$ cat config.mk
export PLATFORM = sky130hd
export DESIGN_NAME = bitwise_logic_unit
export DESIGN_NICKNAME = d
export VERILOG_FILES = /design/src/rtl/bitwise_pkg.sv /design/src/rtl/logic_slice.sv /design/src/rtl/bitwise_logic_unit.sv
export SDC_FILE = /design/constraint.sdc
export NUM_CORES = 1
export LEC_CHECK = 0
export BUFFER_PORTS_ARGS = -buffer_cell sky130_fd_sc_hd__buf_4
export CAP_MARGIN = 0
export CORE_MARGIN = 2
export CORE_UTILIZATION = 40
export DETAILED_ROUTE_END_ITERATION = 6
export HOLD_SLACK_MARGIN = 0.08
export SYNTH_ARGS = -nofsm -noshare
export SYNTH_HDL_FRONTEND = slang
export SYNTH_SLANG_ARGS = --single-unit
$ cat constraint.sdc
create_clock -name clk -period 7.2 [get_ports clk]
set_input_delay 0.36 -clock clk [delete_from_list [all_inputs] [get_ports clk]]
set_output_delay 0.36 -clock clk [all_outputs]
set_load 0.02 [all_outputs]
$ cat src/rtl/bitwise_pkg.sv
// Shared types for the bitwise logic unit: operation codes and controller states.
package bitwise_pkg;

  localparam int OPW = 3;

  typedef enum logic [OPW-1:0] {
    OP_AND  = 3'b000,
    OP_OR   = 3'b001,
    OP_XOR  = 3'b010,
    OP_XNOR = 3'b011,
    OP_NAND = 3'b100,
    OP_NOR  = 3'b101,
    OP_NOTX = 3'b110,
    OP_ANDN = 3'b111
  } op_e;

  typedef enum logic [1:0] {
    S_IDLE = 2'd0,
    S_RUN  = 2'd1,
    S_DONE = 2'd2
  } state_e;

endpackage

$ cat src/rtl/logic_slice.sv
// Combinational CHUNK-bit slice: applies one logic op and reports the slice's
// parity and number of set bits.
module logic_slice
  import bitwise_pkg::*;
#(
  parameter  int CHUNK = 4,
  localparam int SPW   = $clog2(CHUNK + 1)
) (
  input  logic [CHUNK-1:0] a,
  input  logic [CHUNK-1:0] b,
  input  op_e              op,
  output logic [CHUNK-1:0] r,
  output logic             par,
  output logic [SPW-1:0]   pop
);

  always_comb begin
    // NOTE: every output gets a default before the case/loop so no path leaves
    // a variable unassigned, which would otherwise infer a latch.
    r   = '0;
    pop = '0;
    unique case (op)
      OP_AND:  r = a & b;
      OP_OR:   r = a | b;
      OP_XOR:  r = a ^ b;
      OP_XNOR: r = ~(a ^ b);
      OP_NAND: r = ~(a & b);
      OP_NOR:  r = ~(a | b);
      OP_NOTX: r = ~a;
      OP_ANDN: r = a & ~b;
    endcase
    par = ^r;
    for (int i = 0; i < CHUNK; i++) begin
      pop = pop + SPW'(r[i]);
    end
  end

endmodule

$ cat src/rtl/bitwise_logic_unit.sv
// Multi-cycle bitwise logic unit: applies one of eight logic ops CHUNK bits per
// cycle (LSB chunk first) and reports zero, parity and popcount of the result.
module bitwise_logic_unit
  import bitwise_pkg::*;
#(
  parameter  int WIDTH = 16,
  parameter  int CHUNK = 4,
  localparam int PCW   = $clog2(WIDTH + 1)
) (
  input  logic             clk,
  input  logic             rst,
  input  logic             in_valid,
  output logic             in_ready,
  input  logic [WIDTH-1:0] x,
  input  logic [WIDTH-1:0] y,
  input  logic [OPW-1:0]   op,
  output logic             out_valid,
  input  logic             out_ready,
  output logic [WIDTH-1:0] result,
  output logic             zero,
  output logic             parity,
  output logic [PCW-1:0]   popcnt
);

  localparam int NCHUNK = (CHUNK >= 1) ? WIDTH / CHUNK : 1;
  localparam int KW     = (NCHUNK > 1) ? $clog2(NCHUNK) : 1;
  localparam int SPW    = $clog2(CHUNK + 1);

  if (CHUNK < 1) begin : g_bad_chunk
    $error("bitwise_logic_unit: CHUNK must be at least 1");
  end else if (WIDTH % CHUNK != 0) begin : g_bad_split
    $error("bitwise_logic_unit: WIDTH must be a multiple of CHUNK");
  end

  state_e           state_q, state_d;
  logic [KW-1:0]    k_q;
  logic [WIDTH-1:0] x_q, y_q;
  op_e              op_q;
  logic [WIDTH-1:0] result_q, result_next;
  logic             zero_q, parity_q;
  logic [PCW-1:0]   popcnt_q;

  logic [CHUNK-1:0] slice_r;
  logic             slice_par;
  logic [SPW-1:0]   slice_pop;
  logic             last_chunk;
  logic             accept;

  assign accept     = (state_q == S_IDLE) && in_valid;
  assign last_chunk = (k_q == KW'(NCHUNK - 1));

  logic_slice #(.CHUNK(CHUNK)) u_slice (
    .a   (x_q[k_q*CHUNK +: CHUNK]),
    .b   (y_q[k_q*CHUNK +: CHUNK]),
    .op  (op_q),
    .r   (slice_r),
    .par (slice_par),
    .pop (slice_pop)
  );

  always_comb begin
    result_next = result_q;
    result_next[k_q*CHUNK +: CHUNK] = slice_r;
  end

  // State register.
  always_ff @(posedge clk) begin
    // NOTE: sequential state uses non-blocking assignments so every register
    // samples pre-edge values regardless of block evaluation order.
    if (rst) state_q <= S_IDLE;
    else     state_q <= state_d;
  end

  // Next-state logic.
  always_comb begin
    state_d = state_q;
    unique case (state_q)
      S_IDLE: if (in_valid)   state_d = S_RUN;
      S_RUN:  if (last_chunk) state_d = S_DONE;
      S_DONE: if (out_ready)  state_d = S_IDLE;
      default:                state_d = S_IDLE;
    endcase
  end

  // Output logic.
  always_comb begin
    in_ready  = (state_q == S_IDLE);
    out_valid = (state_q == S_DONE);
  end

  // NOTE: the operand copies carry no reset; they are only read after a
  // capture has written them, so reset would only add load on rst.
  always_ff @(posedge clk) begin
    if (accept) begin
      x_q  <= x;
      y_q  <= y;
      op_q <= op_e'(op);
    end
  end

  always_ff @(posedge clk) begin
    if (rst) begin
      result_q <= '0;
      zero_q   <= 1'b0;
      parity_q <= 1'b0;
      popcnt_q <= '0;
      k_q      <= '0;
    end else begin
      unique case (state_q)
        S_IDLE: if (in_valid) begin
          result_q <= '0;
          zero_q   <= 1'b0;
          parity_q <= 1'b0;
          popcnt_q <= '0;
          k_q      <= '0;
        end
        S_RUN: begin
          result_q <= result_next;
          parity_q <= parity_q ^ slice_par;
          popcnt_q <= popcnt_q + PCW'(slice_pop);
          if (last_chunk) begin
            k_q    <= '0;
            zero_q <= (result_next == '0);
          end else begin
            k_q <= k_q + 1'b1;
          end
        end
        // zero only reflects a result while it is being presented.
        S_DONE: if (out_ready) zero_q <= 1'b0;
        default: ;
      endcase
    end
  end

  assign result = result_q;
  assign zero   = zero_q;
  assign parity = parity_q;
  assign popcnt = popcnt_q;

endmodule

==> results of run 1 <==
==> final cells by class <==
cell class / count / share of cell area (%)
flip-flops and latches: 62 / 40.6
multi-input cells: 184 / 37.0
repair buffers: 64 / 12.2
well taps: 102 / 3.25
clock buffers: 9 / 3.16
inverters: 25 / 2.39
clock inverters: 7 / 1.43
==> cell families after synthesis <==
family          Yosys count  share of synthesized area (%)
compound gates           62                           13.7
xor+xnor                  2                          0.544
fa+ha+maj                26                           10.8
buf+inv                  42                           5.52
flops                    62                           49.4
mux                      13                           7.50
simple gates             81                           12.5
==> flip-flops by register name (all words and copies together), names as in the netlist, 2 cells and up <==
name	cells
y_q	16
state_q	2
x_q	16
op_q	3
result	16
popcnt	5
k_q	2
==> power breakdown <==
part           internal [mW]  total, mW  switching (mW)  leakage, nW
Sequential             0.395      0.413          0.0175        0.553
Clock                  0.129      0.278           0.149       0.0906
Combinational         0.0771      0.169          0.0919        0.956
==> placed cells by master, fill, tap and decap left out, types with 2 or more instances in the layout <==
master / instances
o21ai_0: 4
nand2_1: 9
clkbuf_8: 9
a21oi_1: 15
dfxtp_1: 27
nand3_1: 6
a22oi_1: 15
a31oi_1: 3
ha_1: 23
buf_4: 64
nor4_1: 7
edfxtp_1: 35
nand3b_1: 4
mux4_2: 6
inv_6: 3
mux4_1: 2
nor2b_1: 8
o2111ai_1: 2
clkinv_4: 2
o22ai_1: 3
o211ai_1: 3
nor3_1: 7
mux2_2: 3
inv_1: 25
nor2_1: 30
mux2i_1: 2
fa_1: 3
xnor2_1: 2
nand2b_1: 4
o21a_1: 2
==> worst reg2reg max path: stages, from the launching register on <==
cell and delay (ns):
dfxtp_1 0.92, mux4_2 0.65, inv_1 0.09, ha_1 0.24
xnor2_1 0.12, o21ai_0 0.18, a22oi_1 0.11, a21oi_1 0.53
ha_1 0.36, fa_1 0.39, ha_1 0.30, inv_1 0.06
fa_1 0.41, nor2b_1 0.17, o211ai_1 0.11, and3_1 0.23
o21a_1 0.17
==> final timing paths <==
path,end,slack (ns),cells after the start
max,popcnt[4]$_SDFFE_PP0P_,2.05,16
min,y_q[9]$_DFFE_PP_,0.19,1
max reg2reg,popcnt[4]$_SDFFE_PP0P_,2.05,16
min reg2reg,zero$_SDFFE_PP0P_,0.49,2
==> through the flow <==
| step | instances | utilization (%) | hold WS, ns |
|---|---|---|---|
| 6_report | 453 | 50.5 | 0.185 |
| 5_1_grt | 453 | 50.5 | 0.162 |
| 4_1_cts | 453 | 50.5 | 0.170 |
| 2_1_floorplan | 288 | - | 0.459 |
| 3_5_place_dp | 437 | 48.2 | 0.493 |
| 3_3_place_gp | 437 | 48.2 | 0.481 |
==> metal layers <==
layer / global-route usage, % / wire length (µm)
met5: 0 / 0
met3: 5.22 / 367
met1: 25.2 / 3330
met4: 6.16 / 103
met2: 26.0 / 3180
==> impl_metrics.json, run 1 <==
{
  "maxSlewViolCount": 0,
  "yosysTopAreaCellShare_pct": 32.6,
  "cp-start-kind": "flop",
  "cellLeakagePower_nw": 1.60,
  "yosysTopAreaCell": "edfxtp_1",
  "cap_violations": 0,
  "vias": 2382,
  "area_growth_pct": 21.9,
  "hold_path_startpoint": "y[9]",
  "synthTopCellsByCount": "edfxtp_1 (35), nor2_1 (30), dfxtp_1 (27)",
  "peakVddDrop_uv": 103,
  "grt_usage_pct": 17.8,
  "synth_area_per_cell_um2": 11.2,
  "post-place-ws_ns": 2.01,
  "grt_overflow": 0,
  "port_buffers": 63,
  "dp_hpwl_mm": 5.06,
  "rsz0062_at_grt": "no",
  "p_per_area_mw_per_mm2": 219,
  "die_w_um": 93.7,
  "syn_inst": 288,
  "yosysWarningCount": 0,
  "cts-buffers-inserted": 9,
  "grt_pass1_vias": 2415,
  "routed_wirelength_mm": 6.97,
  "drtIter0Drc": 113,
  "setup_tns_ns": 0,
  "finalClockSkew_ns": 0.00744,
  "nFillCells": 758,
  "status": "finished, final reports clean",
  "synth_seq_cells": 62,
  "crit_arrival_ns": 5.39,
  "gp_congestion": 0.866,
  "die_h_um": 93.7,
  "synth.most_common_cell": "edfxtp_1",
  "drive_gt1_share_pct": 26.5,
  "worst_pin_slew_ns": 0.911,
  "critical-path-slowest-cell": "dfxtp_1",
  "routedWlPerCell_um": 15.4,
  "synth.net_count": 353,
  "criticalPathCategory": "flop to flop",
  "fin_crit_sh_pct": 71.6,
  "grt_max_degree": 34,
  "cp_data_required_time_ns": 7.44,
  "yosysSeqAreaShare_pct": 49.4,
  "coreArea_mm2": 0.00777,
  "max_slew_margin_pct": 39.2,
  "num_antenna_cells": 0,
  "ctsHoldBuffers": 0,
  "synth_edf_count": 35,
  "die-area_mm2": 0.00878,
  "finalSetupViolCount": 0,
  "seqCellArea_mm2": 0.00159,
  "start_util_pct": 41.4,
  "crit_buf_inv": 2,
  "synth_flop_cell": "edfxtp_1",
  "layout.nets": 411,
  "cp_cell_sequence": "mux4_2 -> inv_1 -> ha_1 -> xnor2_1 -> o21ai_0 -> a22oi_1 -> a21oi_1 -> ha_1 -> fa_1 -> ha_1 -> inv_1 -> fa_1 -> nor2b_1 -> o211ai_1 -> and3_1 -> o21a_1",
  "placed_area_mm2": 0.00374,
  "period_needed_ns": 5.15,
  "viasPerCell": 5.26,
  "htree_levels": 3,
  "stdcell_area_mm2": 0.00392,
  "firstDrtPassIters": 4,
  "clk_path_buf_depth": 2,
  "rows": 32,
  "hp-class": "input pin to flop",
  "synthTopCellsByArea": "edfxtp_1 (33%), dfxtp_1 (17%), ha_1 (8.9%)",
  "synth_cell_types": 51,
  "async_reset_ff_share_pct": 0,
  "end_kind": "flop",
  "netlist_area_mm2": 0.00322,
  "fmax_ghz": 0.194,
  "fin_ws_ns": 2.05,
  "critical_path.max_stage_delay_ns": 0.92,
  "cts.sinks": 62,
  "path_delay_family": "adder cells",
  "antenna_found_initial": 0,
  "critPathLaunch": "k_q[0]$_SDFFE_PP0P_",
  "cts_tree": "built",
  "clk_pin_slew_worst_paths_ns": 0.08,
  "postCtsSetupRepairBufs": 0,
  "power_mw": 0.859,
  "root_buffer": "clkbuf_8",
  "ant_nets": 0,
  "drc": 0,
  "cp_max_fo": 21,
  "io_pins": 64,
  "hold_viol": 0,
  "critPathMostFrequentCell": "ha_1",
  "r2r-start": "k_q[0]$_SDFFE_PP0P_",
  "cts_resized": 0,
  "multi_input_area_mm2": 0.00145,
  "clk_latency_ns": 0.35,
  "grt_pass1_wl_mm": 11.9
}
Power figures use the tool's default switching activity.
==> run 2, diff against run 1 <==
- clock period: 7.2 -> 5.02 ns (I/O delays scaled with it)
==> run 2 against run 1 <==
Largest cell class unchanged. Clock power increased by 90%. Sequential power increased by 42%. Wire length increased by 1.2%. Fmax increased by 9.1%. Non-clock buffer count increased by 38.
==> impl_metrics.json, run 2 (synthesis results as in run 1) <==
{
  "port_buffers": 63,
  "fin_ws_ns": 0.298,
  "max_slew_margin_pct": 48.1,
  "grt_pass1_vias": 2474,
  "cp_max_fo": 7,
  "die-area_mm2": 0.00878,
  "final_common_cell": "buf_4",
  "peakVddDrop_uv": 166,
  "routed_wirelength_mm": 7.05,
  "worst_pin_slew_ns": 0.776,
  "cp_cell_sequence": "mux4_1 -> inv_1 -> ha_1 -> mux2_2 -> a221o_1 -> a31oi_4 -> ha_1 -> fa_1 -> ha_1 -> inv_1 -> fa_1 -> nor2b_1 -> o211ai_1 -> and3_1 -> o21a_1",
  "area_growth_pct": 35.1,
  "hold_viol": 0,
  "end_kind": "flop",
  "critPathMostFrequentCell": "ha_1",
  "cts-buffers-inserted": 9,
  "reg2reg_slack_ns": 0.30,
  "criticalPathCategory": "flop to flop",
  "hp-class": "input pin to flop",
  "die_w_um": 93.7,
  "num_antenna_cells": 0,
  "cellLeakagePower_nw": 1.78,
  "cts_resized": 0,
  "dp_hpwl_mm": 4.87,
  "cp_data_required_time_ns": 5.26,
  "viasPerCell": 5.01,
  "clk_pin_slew_worst_paths_ns": 0.07,
  "drtIter0Drc": 132,
  "grt_max_degree": 27,
  "cts_tree": "built",
  "htree_levels": 3,
  "gp_congestion": 0.842,
  "post-place-ws_ns": 0.268,
  "cp-start-kind": "flop",
  "fmax_ghz": 0.212,
  "firstDrtPassIters": 4,
  "clk_path_buf_depth": 2,
  "antenna_found_initial": 0,
  "grt_pass1_wl_mm": 11.7,
  "period_needed_ns": 4.72,
  "vias": 2460,
  "layout.nets": 449,
  "cts.sinks": 62,
  "drive_gt1_share_pct": 24.9,
  "die_h_um": 93.7,
  "ant_nets": 0,
  "drc": 0,
  "routedWlPerCell_um": 14.4,
  "io_pins": 64,
  "rsz0062_at_grt": "no",
  "finalClockSkew_ns": 0.00872,
  "rows": 32,
  "finalSetupViolCount": 0,
  "crit_arrival_ns": 4.96,
  "maxSlewViolCount": 0,
  "grt_usage_pct": 17.3,
  "cap_violations": 0,
  "clk_latency_ns": 0.34,
  "start_util_pct": 41.4,
  "p_per_area_mw_per_mm2": 319,
  "grt_overflow": 0,
  "crit_buf_inv": 2,
  "root_buffer": "clkbuf_8",
  "status": "finished, final reports clean",
  "fin_crit_sh_pct": 94.1,
  "postCtsSetupRepairBufs": 0,
  "critical_path.max_stage_delay_ns": 0.69,
  "layout_common_cells": "buf_4 (69), edfxtp_1 (35), dlygate4sd3_1 (33)",
  "coreArea_mm2": 0.00777,
  "critical-path-slowest-cell": "mux4_1",
  "path_delay_family": "adder cells",
  "ctsHoldBuffers": 32,
  "setup_tns_ns": 0
}
[run 2: changes by cell type in the layout (fill, tap and decap cells not counted)]
cell and change:
clkinv_4 -2, dlygate4sd3_1 +33, inv_6 -3, clkinvlp_4 +1, clkbuf_1 +1, buf_4 +5, bufinv_16 +3
[run 2: power breakdown]
group          switching (mW)  internal [mW]  total [mW]
registers              0.0204          0.567       0.587
logic                   0.138          0.133       0.271
clock network           0.198          0.329       0.527
total                   0.357           1.03        1.39
[run 2: metal layers]
layer / global-route usage, % / share of wire, %
met3: 4.17 / 4.0
met1: 23.6 / 48
met4: 6.16 / 1.4
met2: 27.0 / 47
met5: 0 / 0
[run 2: layout make-up]
| class | count | area [µm²] |
|---|---|---|
| clock inverter | 6 | 110 |
| sequential | 62 | 1590 |
| inverter | 25 | 93.8 |
| tap | 102 | 128 |
| clock buffer | 10 | 128 |
| fill | 690 | 3420 |
| timing repair buffer | 102 | 848 |
| multi-input combinational | 184 | 1450 |
[run 2: final timing paths]
path                  startpoint                      to  cells after the start
max          k_q[0]$_SDFFE_PP0P_  popcnt[4]$_SDFFE_PP0P_                     15
min reg2reg    zero$_SDFFE_PP0P_       zero$_SDFFE_PP0P_                      2
min                         y[3]        y_q[3]$_DFFE_PP_                      1
max reg2reg  k_q[0]$_SDFFE_PP0P_  popcnt[4]$_SDFFE_PP0P_                     15
[run 2: through the flow]
| step | power, mW | hold slack, ns | cells | utilization (%) | area [µm²] |
|---|---|---|---|---|---|
| 2_1_floorplan | 0.770 | 0.350 | 288 | - | 3220 |
| 3_3_place_gp | 0.850 | 0.430 | 442 | 48.7 | 3780 |
| 3_5_place_dp | 0.851 | 0.430 | 442 | 48.7 | 3780 |
| 4_1_cts | 1.40 | 0.0804 | 490 | 55.9 | 4340 |
| 5_1_grt | 1.46 | 0.0802 | 491 | 56.0 | 4350 |
| 6_report | 1.39 | 0.0936 | 491 | 56.0 | 4350 |
